[src/rtl/systolic_drain.sv]
`default_nettype none
// systolic_drain: de-skews the bottom-edge column outputs of an NxN systolic array into rows and
// buffers them in a row FIFO with valid/ready egress. Define DRAIN_SAT_EN to clamp elements to OUT_W bits.
module systolic_drain #(
  parameter int N     = 4,
  parameter int ACC_W = 16,
  parameter int DEPTH = 8,
  parameter int ROWS  = 4,
  parameter int OUT_W = 8
) (
  input  logic               clk,
  input  logic               rst_b,
  input  logic [N*ACC_W-1:0] psum_in,
  input  logic [N-1:0]       psum_vld,
  output logic [N*ACC_W-1:0] out_data,
  output logic               out_valid,
  input  logic               out_ready,
  output logic               out_last,
  output logic               stall_req,
  output logic               err_skew,
  output logic               err_ovf,
  input  logic               err_clr
);

  localparam int PTR_W = (DEPTH > 1) ? $clog2(DEPTH) : 1;
  localparam int CNT_W = $clog2(DEPTH + 1);
  localparam int ROW_W = (ROWS > 1) ? $clog2(ROWS) : 1;

  logic [ACC_W-1:0]   w_al_data [N];
  logic [N-1:0]       w_al_vld;
  logic [N*ACC_W-1:0] w_wr_row;

  genvar gj;
  generate
    for (gj = 0; gj < N; gj++) begin : g_col
      localparam int STAGES = N - 1 - gj;
      if (STAGES == 0) begin : g_pass
        assign w_al_data[gj] = psum_in[gj*ACC_W +: ACC_W];
        assign w_al_vld[gj]  = psum_vld[gj];
      end else begin : g_dly
        logic [ACC_W-1:0]  r_dat [STAGES];
        logic [STAGES-1:0] r_vld;
        // Data is reset along with valid so nothing undefined can reach the FIFO.
        always_ff @(posedge clk or negedge rst_b) begin
          if (!rst_b) begin
            r_vld <= '0;
            for (int k = 0; k < STAGES; k++) r_dat[k] <= '0;
          end else begin
            r_vld[0] <= psum_vld[gj];
            r_dat[0] <= psum_in[gj*ACC_W +: ACC_W];
            for (int k = 1; k < STAGES; k++) begin
              r_vld[k] <= r_vld[k-1];
              r_dat[k] <= r_dat[k-1];
            end
          end
        end
        assign w_al_data[gj] = r_dat[STAGES-1];
        assign w_al_vld[gj]  = r_vld[STAGES-1];
      end
    end
  endgenerate

  genvar gk;
  generate
    for (gk = 0; gk < N; gk++) begin : g_wr
`ifdef DRAIN_SAT_EN
      localparam logic [ACC_W-1:0] c_sat_max = ACC_W'((1 << OUT_W) - 1);
      assign w_wr_row[gk*ACC_W +: ACC_W] = (w_al_data[gk] > c_sat_max) ? c_sat_max : w_al_data[gk];
`else
      assign w_wr_row[gk*ACC_W +: ACC_W] = w_al_data[gk];
`endif
    end
  endgenerate

  logic [N*ACC_W-1:0] r_mem [DEPTH];
  logic [PTR_W-1:0]   r_wptr, r_rptr;
  logic [CNT_W-1:0]   r_count, w_count_nxt;
  logic [ROW_W-1:0]   r_row_cnt;
  logic               r_stall, r_err_skew, r_err_ovf;
  logic               w_row_all, w_row_mixed, w_full, w_pop, w_push, w_drop;

  always_comb begin
    w_row_all   = &w_al_vld;
    w_row_mixed = (|w_al_vld) & ~w_row_all;
    w_full      = (r_count == CNT_W'(DEPTH));
    w_pop       = out_valid & out_ready;
    w_push      = w_row_all & (~w_full | w_pop);
    w_drop      = w_row_all & w_full & ~w_pop;
    w_count_nxt = r_count;
    if (w_push & ~w_pop)      w_count_nxt = r_count + CNT_W'(1);
    else if (~w_push & w_pop) w_count_nxt = r_count - CNT_W'(1);
  end

  always_ff @(posedge clk) begin
    if (w_push) r_mem[r_wptr] <= w_wr_row;
  end

  always_ff @(posedge clk or negedge rst_b) begin
    if (!rst_b) begin
      r_wptr     <= '0;
      r_rptr     <= '0;
      r_count    <= '0;
      r_row_cnt  <= '0;
      r_stall    <= 1'b0;
      r_err_skew <= 1'b0;
      r_err_ovf  <= 1'b0;
    end else begin
      if (w_push) r_wptr <= r_wptr + PTR_W'(1);
      if (w_pop) begin
        r_rptr    <= r_rptr + PTR_W'(1);
        r_row_cnt <= (r_row_cnt == ROW_W'(ROWS - 1)) ? '0 : r_row_cnt + ROW_W'(1);
      end
      r_count <= w_count_nxt;
      // Threshold leaves room for the N-1 rows still travelling through the delay lines.
      r_stall <= (w_count_nxt >= CNT_W'(DEPTH - N));
      if (w_row_mixed)  r_err_skew <= 1'b1;
      else if (err_clr) r_err_skew <= 1'b0;
      if (w_drop)       r_err_ovf  <= 1'b1;
      else if (err_clr) r_err_ovf  <= 1'b0;
    end
  end

  assign out_valid = (r_count != '0);
  assign out_data  = r_mem[r_rptr];
  assign out_last  = out_valid & (r_row_cnt == ROW_W'(ROWS - 1));
  assign stall_req = r_stall;
  assign err_skew  = r_err_skew;
  assign err_ovf   = r_err_ovf;

endmodule
`default_nettype wire

[config.mk]
export PLATFORM = sky130hd
export DESIGN_NAME = systolic_drain
export DESIGN_NICKNAME = d
export VERILOG_FILES = /design/src/rtl/systolic_drain.sv
export SDC_FILE = /design/constraint.sdc
export NUM_CORES = 1
export LEC_CHECK = 0
export ABC_CLOCK_PERIOD_IN_PS = 9050
export CAP_MARGIN = 25
export CELL_PAD_IN_SITES_DETAIL_PLACEMENT = 0
export CELL_PAD_IN_SITES_GLOBAL_PLACEMENT = 1
export CORE_UTILIZATION = 35
export CTS_CLUSTER_DIAMETER = 50
export DETAILED_ROUTE_END_ITERATION = 10
export GPL_TIMING_DRIVEN = 0
export PLACE_DENSITY = 0.69
export SYNTH_ARGS = -nofsm -noshare
export SYNTH_HDL_FRONTEND = slang
export SYNTH_SLANG_ARGS = --single-unit
[constraint.sdc]
create_clock -name clk -period 9.05 [get_ports clk]
set_input_delay 2.2625 -clock clk [delete_from_list [all_inputs] [get_ports clk]]
set_output_delay 2.2625 -clock clk [all_outputs]
set_load 0.01 [all_outputs]
======== Word level (Yosys, flattened, before mapping) ========
Memories as Yosys holds them, arrays and structs flattened.
Index checks and enable logic that the tools add are counted.
storage, ports and cells
  bits in registers ....................... 117
  RAM bits ................................ 512
  input port bits ......................... 72
  output and inout bits ................... 69
  memories kept ........................... 1
cells by class
  add/sub/neg operators ................... 5
  magnitude comparators ................... 1
  eq/ne operators ......................... 2
  multiplexer cells ....................... 8
  bitwise gates (word level) .............. 13
  reduce and logical (&&, ||, !) cells .... 5
memories
  memory  words  bits a word  read ports  clocked after Yosys merged registers in  write ports  line  text
  r_mem   8      64           1           0                                        1            75    logic [N*ACC_W-1:0] r_mem [DEPTH];
operators with widths
  operator             count
  $and 1x1->1          8
  $mux 4               2
  $add 3x1->3 const B  2
  $mux 1               5
  $add 4x1->4 const B  1
  $eq 4x4->1 const B   1
  $ge 4x3->1 const B   1
  $not 1->1            4
  $reduce_and 4->1     1
  $reduce_bool 2->1    2
  $reduce_bool 4->1    1
  $reduce_or 4->1      1
  $sub 4x1->4 const B  1
  $add 2x1->2 const B  1
  $eq 2x2->1 const B   1
  $mux 2               1
  $or 1x1->1           1

======== Logic depth before layout (Yosys ltp) ========
Gate-level depths: netlist of run 1.
  word-level depth ........................ 9
  depth in mapped cells ................... 8
  depth with buffers taken out ............ 7

======== Least setup slack after synthesis of run 1 ========
No wires, ideal clock.
  path type ............................... input to register
  start point ............................. input port psum_vld[3]
  end point ............................... memory r_mem[0][0] in the netlist's numbering, enable pin
  library setup time ...................... 0.644 ns
  arrival ................................. 8.931 ns
  setup slack ............................. -0.525 ns
  stages .................................. 4
  path through ............................ and4_1 clkbuf_1 nand2_1 nor4_1
between the ends
  longest elaborated chain between the ends .. 4
ends and longest elaborated chain
  element                       line  text
  start, declared               14    input logic [N-1:0] psum_vld,
  $reduce_and 4->1              83    w_row_all = &w_al_vld;
  $and 1x1->1                   87    w_push = w_row_all & (~w_full | w_pop);
  $mux 1                        95    if (w_push) r_mem[r_wptr] <= w_wr_row;
  $mux 1 (not written as such)  95
  end, declared                 75
Every way passes these cells.

======== Worst setup path after layout of run 1 ========
  start point ............................. register r_rptr[2]
  end point ............................... output port out_data[15]
between the ends
  longest elaborated chain between the ends .. 1
ends and longest elaborated chain
  element                 line  text
  start, declared         76    logic [PTR_W-1:0] r_wptr, r_rptr;
  start signal, assigned  110   r_rptr <= r_rptr + PTR_W'(1);
  $mem_v2 8x64            --
  end, declared           15    output logic [N*ACC_W-1:0] out_data,
Every way passes these cells.

==> results of run 1 <==
[power groups by stage]
stage	Sequential (uW)	Combinational [uW]	Clock, uW
global route	3310	2340	3040
floorplan	3340	1320	0
finish	3300	2180	2860
global placement	3360	2200	0
CTS	3300	2250	2940
detailed placement	3360	2230	0
[cells by family after synthesis]
group | Yosys count | share of synthesized area [%]
AND/OR/NAND/NOR | 43 | 0.9971
flip-flops | 629 | 81.04
multiplexers | 193 | 16.00
adder cells (fa/ha/maj) | 5 | 0.2770
AO/OA/AOI/OAI | 11 | 0.3213
XOR/XNOR | 6 | 0.2327
buffers and inverters | 43 | 1.136
[metrics by stage]
step	power (uW)	utilization (%)	instances
floorplan	4656	-	930
global placement	5562	39.50	1916
detailed placement	5588	40.68	1966
CTS	8485	44.46	2104
global route	8688	44.46	2104
finish	8335	44.46	2104
[placed cells by master, fill, tap and decap left out, types with 4 or more instances in the layout]
| cell | n |
|---|---|
| mux4_2 | 128 |
| inv_6 | 9 |
| mux2_2 | 64 |
| clkinv_4 | 6 |
| buf_6 | 50 |
| clkinv_1 | 7 |
| buf_16 | 5 |
| clkbuf_1 | 28 |
| clkbuf_16 | 76 |
| dfrtp_1 | 117 |
| clkinv_2 | 9 |
| inv_1 | 6 |
| clkdlybuf4s50_1 | 139 |
| nor3_2 | 4 |
| nand2_1 | 18 |
| buf_1 | 9 |
| o22ai_1 | 4 |
| edfxtp_1 | 512 |
| xnor2_1 | 5 |
| ha_1 | 5 |
| buf_12 | 5 |
| buf_2 | 4 |
[state kept, by name (all words and copies together) (netlist names), 2 cells and up, named ones only]
| signal | cells |
|---|---|
| r_mem | 512 |
| g_col.g_dly.r_dat | 96 |
| g_col.g_dly.r_vld | 6 |
| r_count | 3 |
| r_rptr | 3 |
| r_wptr | 3 |
| r_row_cnt | 2 |
[final cells by class]
cell class              instances  area [sq um]  share of cell area, %
inverters                       6         22.52                0.07987
flip-flops and latches        629         18300                  64.91
clock buffers                  96          2007                  7.117
plain buffers                  37         234.0                 0.8298
multi-input cells             258          4084                  14.48
well taps                     846          1059                  3.754
repair buffers                190          2098                  7.441
clock inverters                42         390.4                  1.384
[worst register-to-register path, cell delays in order (launching register included)]
cell,delay (ps)
dfrtp_1,420
inv_1,70
ha_1,250
nand4bb_1,160
nand2_1,290
inv_1,230
nand2_1,250
nor2_4,710
buf_12,300
buf_16,210
[worst min path at each step]
stage | end | slack [ps] | cells past startpoint
final | g_col[0].g_dly.r_dat[22]$_DFF_PN0_ | 340 | 0
after global routing | g_col[0].g_dly.r_dat[13]$_DFF_PN0_ | 350 | 0
after CTS | g_col[0].g_dly.r_dat[13]$_DFF_PN0_ | 350 | 0
after detailed placement | g_col[0].g_dly.r_dat[13]$_DFF_PN0_ | 330 | 0
after global placement | g_col[0].g_dly.r_dat[27]$_DFF_PN0_ | 330 | 0
after floorplan | g_col[0].g_dly.r_dat[0]$_DFF_PN0_ | 330 | 0
[per-layer routing]
metal | track usage, % | part of all wire (%)
met5 | 0 | 0.029
met4 | 4.741 | 1.9
met3 | 2.674 | 4.6
met2 | 23.48 | 51
met1 | 18.79 | 43
==> flow_metrics.env, run 1 <==
export IMPL_status="completed"
export IMPL_clk_path_buf_depth=3
export IMPL_synth_common_cells="edfxtp_1, mux4_2, dfrtp_1"
export IMPL_postSynthRegisterBits=629
export IMPL_yosysMostFrequentCell="edfxtp_1"
export IMPL_drv_cap=0
export IMPL_min_from="g_col[0].g_dly.r_dat[38]$_DFF_PN0_"
export IMPL_core_area_sq_um=63430
export IMPL_cts_made_buffers=74
export IMPL_grt_max_degree=86
export IMPL_antenna_found_initial=2
export IMPL_crit_path_frequent_cell="clkbuf_1"
export IMPL_crit_arrival_ps=3230
export IMPL_synth_flop_cell="edfxtp_1"
export IMPL_timing_rr_start="r_count[0]$_DFF_PN0_"
export IMPL_syn_nets=1007
export IMPL_hold_slack_ps=340.3
export IMPL_path_buf_inv=3
export IMPL_drt_first_iter_violations=705
export IMPL_cts_resized=0
export IMPL_final_fill_count=5334
export IMPL_p_leak_uw=0.009404
export IMPL_finalWirelength_mm=45.43
export IMPL_drc_errors=0
export IMPL_synth_top_area_cell="edfxtp_1"
export IMPL_ir_drop_uv=140.4
export IMPL_postSynthAreaPerCell_sq_um=24.29
export IMPL_synth_edf_count=512
export IMPL_yosysSeqAreaShare_pct=81.04
export IMPL_nNetsFinal=1273
export IMPL_fp_dieW_microns=256.0
export IMPL_antenna_cells=0
export IMPL_syn_inst=930
export IMPL_ff2ff_path_depth=9
export IMPL_path_class="reg2out"
export IMPL_setup_ws_ps=3557
export IMPL_grt_pass1_vias=10660
export IMPL_rsz0062_at_grt="no"
export IMPL_dieArea_sq_um=65550
export IMPL_crit_fanout=10
export IMPL_async_flop_share_pct=18.60
export IMPL_layout_drive_gt1_share_pct=30.52
export IMPL_crit_path_end_kind="output port"
export IMPL_htree_levels=3
export IMPL_fin_crit_ps=5493
export IMPL_cp_num_cells=4
export IMPL_gp_congestion=0.6833
export IMPL_min_period_over_period_pct=60.69
export IMPL_wire_per_inst_microns=21.59
export IMPL_power_switching_uw=2226
export IMPL_fin_area_sq_um=28200
export IMPL_ant_nets=0
export IMPL_ys_warn_count=0
export IMPL_root_buffer="clkbuf_16"
export IMPL_path_delay_family="buffers and inverters"
export IMPL_regToRegSetupSlack_ps=5840
export IMPL_worst_pin_slew_ps=869.8
export IMPL_setup_violations_final=0
export IMPL_r2r_end="r_mem[6][25]$_DFFE_PP_"
export IMPL_ctsHoldBuffers=0
export IMPL_power_density_nw_per_um2=295.6
export IMPL_power_frac_clock_pct=34.3
export IMPL_slowest_delay_ps=660
export IMPL_pwr_share_comb_pct=26.1
export IMPL_vias=9983
export IMPL_first_pass_iters=5
export IMPL_worstPathRequired_ps=6790
export IMPL_clk_latency_ps=610
export IMPL_skew_ps=24.32
export IMPL_power_frac_seq_pct=39.6
export IMPL_cts_tree="yes"
export IMPL_io_pins=141
export IMPL_path_cells="clkbuf_1, clkbuf_1, mux2_2, clkdlybuf4s50_1"
export IMPL_syn_area_sq_um=22590
export IMPL_ys_types=33
export IMPL_path_clk_slew_ps=50
export IMPL_grt_pass1_wl_mm=68.27
export IMPL_hold_class="reg2reg"
export IMPL_drv_slew=0
export IMPL_swShare_pct=26.71
export IMPL_initial_utilization_pct=35.61
export IMPL_post_cts_buffers=0
export IMPL_grt_ovfl_total=0
export IMPL_grt_use_total_pct=14.16
export IMPL_netlist_area_leader_share_pct=68.07
export IMPL_numClockSinks=629
export IMPL_pre_cts_slack_ps=3466
export IMPL_maxSlewHeadroom_pct=41.70
export IMPL_critPathSlowestCell="clkbuf_1"
export IMPL_startpoint="r_rptr[2]$_DFFE_PN0N_"
export IMPL_setup_tns_ps=0
export IMPL_finalHoldViolCount=0
export IMPL_intPower_uw=6109
export IMPL_num_rows=92
export IMPL_max_freq_mhz=182.1
export IMPL_critPathCapture="out_data[15]"
export IMPL_hpwl_mm=29.21
export IMPL_placed_cell_area_sq_um=25800
export IMPL_worstSetupStartpointType="flip-flop"
export IMPL_die_y_microns=256.0
export IMPL_io_buffers=140
export IMPL_syn2layout_area_growth_pct=24.85
export IMPL_synth_area_leaders="edfxtp_1, dfrtp_1, mux4_2, mux2_2, buf_6"
export IMPL_post_drt_via_cell_ratio=4.745
Power figures use the tool's default switching activity.
==> inputs of run 2 (changes only) <==
- ABC_CLOCK_PERIOD_IN_PS: 9050 -> 5700
- clock period: 9.05 -> 5.7 ns (I/O delays scaled with it)
==> run 2 against run 1 <==
Utilization decreased by 0.069 points. Critical path depth stayed put. Die area unchanged. Non-clock buffer count decreased by 6. Worst setup slack worse by 2600 ps. Critical path type unchanged. Largest cell class unchanged.
==> flow_metrics.env, run 2 (same netlist as run 1, synthesis figures left out) <==
export IMPL_p_leak_uw=0.009357
export IMPL_first_pass_iters=5
export IMPL_post_drt_via_cell_ratio=4.740
export IMPL_ant_nets=0
export IMPL_grt_pass1_wl_mm=68.97
export IMPL_top_register="r_mem"
export IMPL_drc_errors=0
export IMPL_htree_levels=3
export IMPL_io_buffers=140
export IMPL_setup_violations_final=0
export IMPL_pre_cts_slack_ps=1017
export IMPL_drv_slew=0
export IMPL_antenna_found_initial=0
export IMPL_fp_dieW_microns=256.0
export IMPL_cts_resized=0
export IMPL_nNetsFinal=1265
export IMPL_io_pins=141
export IMPL_final_cell_mix="edfxtp_1, clkdlybuf4s50_1, mux4_2, dfrtp_1, clkbuf_16"
export IMPL_gp_congestion=0.6750
export IMPL_clk_latency_ps=600
export IMPL_power_density_nw_per_um2=467.8
export IMPL_p_total_uw=13170
export IMPL_fin_crit_ps=4714
export IMPL_path_class="reg2out"
export IMPL_grt_ovfl_total=0
export IMPL_drv_cap=0
export IMPL_cts_made_buffers=72
export IMPL_final_common_cell="edfxtp_1"
export IMPL_final_fill_count=5319
export IMPL_post_cts_buffers=0
export IMPL_clk_path_buf_depth=3
export IMPL_ctsHoldBuffers=0
export IMPL_die_y_microns=256.0
export IMPL_root_buffer="clkbuf_16"
export IMPL_numClockSinks=629
export IMPL_layout_drive_gt1_share_pct=30.10
export IMPL_top_layer="met4"
export IMPL_wl_met2_mm=22.83
export IMPL_path_clk_slew_ps=60
export IMPL_vias=9931
export IMPL_top_regs="r_mem (512), g_col.g_dly.r_dat (96), g_col.g_dly.r_vld (6)"
export IMPL_wire_per_inst_microns=21.70
export IMPL_slowest_delay_ps=740
export IMPL_grt_max_degree=85
export IMPL_rsz0062_at_grt="no"
export IMPL_crit_path_end_kind="output port"
export IMPL_drt_first_iter_violations=645
export IMPL_maxSlewHeadroom_pct=33.35
export IMPL_path_cells="clkbuf_1, clkbuf_1, mux2_2, clkdlybuf4s50_1"
export IMPL_grt_use_total_pct=14.30
export IMPL_crit_arrival_ps=3290
export IMPL_grt_pass1_vias=10820
export IMPL_path_delay_family="buffers and inverters"
export IMPL_finalHoldViolCount=0
export IMPL_hold_slack_ps=338.0
export IMPL_worst_pin_slew_ps=999.8
export IMPL_dieArea_sq_um=65550
export IMPL_path_buf_inv=3
export IMPL_largest_register_ffs=512
export IMPL_crit_path_frequent_cell="clkbuf_1"
export IMPL_status="completed"
export IMPL_syn2layout_area_growth_pct=24.65
export IMPL_worstPathRequired_ps=4280
export IMPL_drt_met1_wl_mm=19.60
export IMPL_worstSetupStartpointType="flip-flop"
export IMPL_initial_utilization_pct=35.61
export IMPL_wl_met3_mm=2.082
export IMPL_cts_tree="yes"
export IMPL_skew_ps=18.34
export IMPL_setup_ws_ps=985.6
export IMPL_hpwl_mm=28.79
export IMPL_max_freq_mhz=212.1
export IMPL_ir_drop_uv=213.7
export IMPL_min_period_over_period_pct=82.71
export IMPL_crit_fanout=10
export IMPL_num_rows=92
export IMPL_critPathSlowestCell="clkbuf_1"
export IMPL_core_area_sq_um=63430
export IMPL_hold_class="reg2reg"
export IMPL_finalWirelength_mm=45.46
run 2: path summary, 6_finish.rpt:
check | from | endpoint | slack (ps) | depth (start not counted)
max | r_rptr[2]$_DFFE_PN0N_ | out_data[12] | 990 | 4
min | g_col[0].g_dly.r_dat[36]$_DFF_PN0_ | g_col[0].g_dly.r_dat[20]$_DFF_PN0_ | 340 | 0
max reg2reg | r_count[0]$_DFF_PN0_ | r_mem[7][35]$_DFFE_PP_ | 2580 | 8
min reg2reg | g_col[0].g_dly.r_dat[36]$_DFF_PN0_ | g_col[0].g_dly.r_dat[20]$_DFF_PN0_ | 340 | 0
max in group asynchronous | rst_b | r_count[2]$_DFF_PN0_ | 4130 | 2
min in group asynchronous | rst_b | g_col[1].g_dly.r_dat[5]$_DFF_PN0_ | 740 | 1
run 2: worst reg2reg max path: stages (launching register included):
cell and delay, ps:
dfrtp_1 430, inv_1 60, ha_1 260, nand4bb_1 150
nand2_1 280, inv_1 230, nand2_1 260, nor2_4 800
buf_12 310
run 2: through the flow:
stage | instances | utilization, % | instance area, sq um | setup TNS, ps
after detailed placement | 1960 | 40.68 | 25800 | 0
after floorplan | 930 | - | 22600 | -273530
after CTS | 2092 | 44.38 | 28150 | 0
after global placement | 1916 | 39.51 | 25060 | -2749230
after global routing | 2092 | 44.38 | 28150 | 0
final | 2095 | 44.39 | 28150 | 0
run 2: metal layers:
metal | global-route usage [%] | vias to the layer above
met3 | 2.892 | 69
met2 | 23.72 | 219
met1 | 18.75 | 5262
li1 | - | 4381
met5 | 0 | -
met4 | 4.940 | 0
run 2: report_power, final:
group | leakage [uW] | total, uW | switching (uW) | internal [uW]
logic | 0.00224 | 3450 | 1550 | 1900
clock network | 0.00114 | 4480 | 1830 | 2650
registers | 0.00597 | 5240 | 116 | 5120
total | 0.00936 | 13200 | 3490 | 9680
run 2: area by class of cell:
cell class,instances,area [sq um],area share (%)
antenna,3,7.507,0.02667
buffer,37,234.0,0.8311
clock buffer,93,1962,6.969
clock inverter,39,382.9,1.360
inverter,6,22.52,0.08000
multi-input combinational,258,4090,14.53
sequential,629,18300,65.01
tap,846,1059,3.760
timing repair buffer,184,2093,7.435
==> inputs of run 3 (changes only) <==
- ABC_CLOCK_PERIOD_IN_PS: 5700 -> 4200
- PLACE_DENSITY: 0.69 -> 0.71
- clock period: 5.7 -> 4.2 ns (I/O delays scaled with it)
==> run 3 against run 2 <==
Worst setup slack worse by 750 ps. Non-clock buffer count down 8. Largest power group unchanged. Hold slack about the same. Utilization about the same. Clock skew up 4.5 ps. Wire length down 1.3%. Clock-buffer cell count down 4. Final area about the same. Combinational power up 36%. Sequential share of layout area up 0.052 points. Highest routed layer unchanged. Power up 34%.
==> flow_metrics.env, run 3 (same netlist as run 1, synthesis figures left out) <==
export IMPL_status="completed"
export IMPL_top_register="r_mem"
export IMPL_grt_ovfl_total=0
export IMPL_wire_per_inst_microns=21.62
export IMPL_grt_use_total_pct=14.07
export IMPL_max_freq_mhz=252.2
export IMPL_worstSetupStartpointType="flip-flop"
export IMPL_post_drt_via_cell_ratio=4.750
export IMPL_layout_drive_gt1_share_pct=30.35
export IMPL_hold_slack_ps=338.1
export IMPL_io_pins=141
export IMPL_setup_tns_ps=0
export IMPL_p_leak_uw=0.009362
export IMPL_fin_area_sq_um=28130
export IMPL_rsz0062_at_grt="no"
export IMPL_fin_crit_ps=3965
export IMPL_holdPathStages=0
export IMPL_placed_cell_area_sq_um=25900
export IMPL_htree_levels=3
export IMPL_cts_tree="yes"
export IMPL_hpwl_mm=28.35
export IMPL_numClockSinks=629
export IMPL_grt_pass1_wl_mm=67.87
export IMPL_min_period_over_period_pct=94.41
export IMPL_gp_congestion=0.6670
export IMPL_first_pass_iters=6
export IMPL_skew_ps=22.86
export IMPL_ir_drop_uv=293.4
export IMPL_finalHoldViolCount=0
export IMPL_crit_path_end_kind="output port"
export IMPL_num_rows=92
export IMPL_path_clk_slew_ps=60
export IMPL_path_class="reg2out"
export IMPL_final_cell_mix="edfxtp_1, clkdlybuf4s50_1, mux4_2, dfrtp_1, clkbuf_16"
export IMPL_io_buffers=140
export IMPL_antenna_found_initial=2
export IMPL_drv_cap=0
export IMPL_power_density_nw_per_um2=627.7
export IMPL_maxSlewHeadroom_pct=39.40
export IMPL_regToRegSetupSlack_ps=980
export IMPL_top_regs="r_mem (512), g_col.g_dly.r_dat (96), g_col.g_dly.r_vld (6)"
export IMPL_drv_slew=0
export IMPL_die_y_microns=256.0
export IMPL_core_area_sq_um=63430
export IMPL_clk_path_buf_depth=3
export IMPL_syn2layout_area_growth_pct=24.55
export IMPL_vias=9861
export IMPL_post_cts_buffers=0
export IMPL_ff2ff_path_depth=9
export IMPL_largest_register_ffs=512
export IMPL_ant_nets=0
export IMPL_worstPathRequired_ps=3150
export IMPL_clk_latency_ps=580
export IMPL_root_buffer="clkbuf_16"
export IMPL_drt_first_iter_violations=660
export IMPL_crit_fanout=10
export IMPL_grt_max_degree=74
export IMPL_p_total_uw=17660
export IMPL_fp_dieW_microns=256.0
export IMPL_hold_class="reg2reg"
export IMPL_drc_errors=0
export IMPL_grt_pass1_vias=10700
export IMPL_finalWirelength_mm=44.89
export IMPL_crit_arrival_ps=2920
export IMPL_cts_made_buffers=68
export IMPL_setup_violations_final=0
export IMPL_nNetsFinal=1253
export IMPL_final_common_cell="edfxtp_1"
export IMPL_dieArea_sq_um=65550
export IMPL_initial_utilization_pct=35.61
export IMPL_worst_pin_slew_ps=906.0
run 3: final cells by class:
class | instances | area [sq um]
Fill cell | 5281 | 35300
Clock inverter | 34 | 307.8
Clock buffer | 89 | 1914
Timing Repair Buffer | 177 | 2170
Tap cell | 846 | 1059
Buffer | 36 | 244.0
Inverter | 6 | 22.52
Antenna cell | 1 | 2.502
Sequential cell | 629 | 18300
Multi-Input combinational cell | 258 | 4109
run 3: layer usage:
layer / part of all wire (%) / vias up / wire length (microns) / track usage (%)
met5: 0 / - / 0 / 0
met3: 4.7 / 72 / 2109 / 2.902
met1: 43 / 5241 / 19270 / 18.31
met2: 50 / 195 / 22560 / 23.48
li1: - / 4353 / - / -
met4: 2.1 / 0 / 942 / 4.790
run 3: through the flow:
stage | instances | setup slack (ps) | utilization (%)
final | 2076 | 234.6 | 44.35
after detailed placement | 1953 | -205.5 | 40.83
after CTS | 2075 | 129.6 | 44.35
after global routing | 2075 | 107.4 | 44.35
after global placement | 1916 | -4700 | 39.54
after floorplan | 930 | -957.5 | -
run 3: critical path, stage by stage, from the launching register on:
cell and delay, ps:
dfrtp_1 400, buf_2 360, buf_2 360, mux4_2 350, mux2_2 350, clkdlybuf4s50_1 500
run 3: where the power goes:
part / switching [uW] / internal (uW)
sequential: 161 / 6950
clock: 2360 / 3480
combinational: 2110 / 2590
run 3: path summary, 6_finish.rpt:
path / start / to
hold reg to reg: g_col[0].g_dly.r_dat[38]$_DFF_PN0_ / g_col[0].g_dly.r_dat[22]$_DFF_PN0_
setup reg to reg: r_count[0]$_DFF_PN0_ / r_mem[4][43]$_DFFE_PP_
min in group asynchronous: rst_b / g_col[1].g_dly.r_dat[20]$_DFF_PN0_
hold / removal: g_col[0].g_dly.r_dat[38]$_DFF_PN0_ / g_col[0].g_dly.r_dat[22]$_DFF_PN0_
max in group asynchronous: rst_b / g_col[0].g_dly.r_vld[1]$_DFF_PN0_
setup / recovery: r_rptr[1]$_DFFE_PN0N_ / out_data[0]
run 3: timing repair:
action	CTS	global route
hold buffers	0	0
setup endpoints to repair	64	0
gates resized for setup	11	0
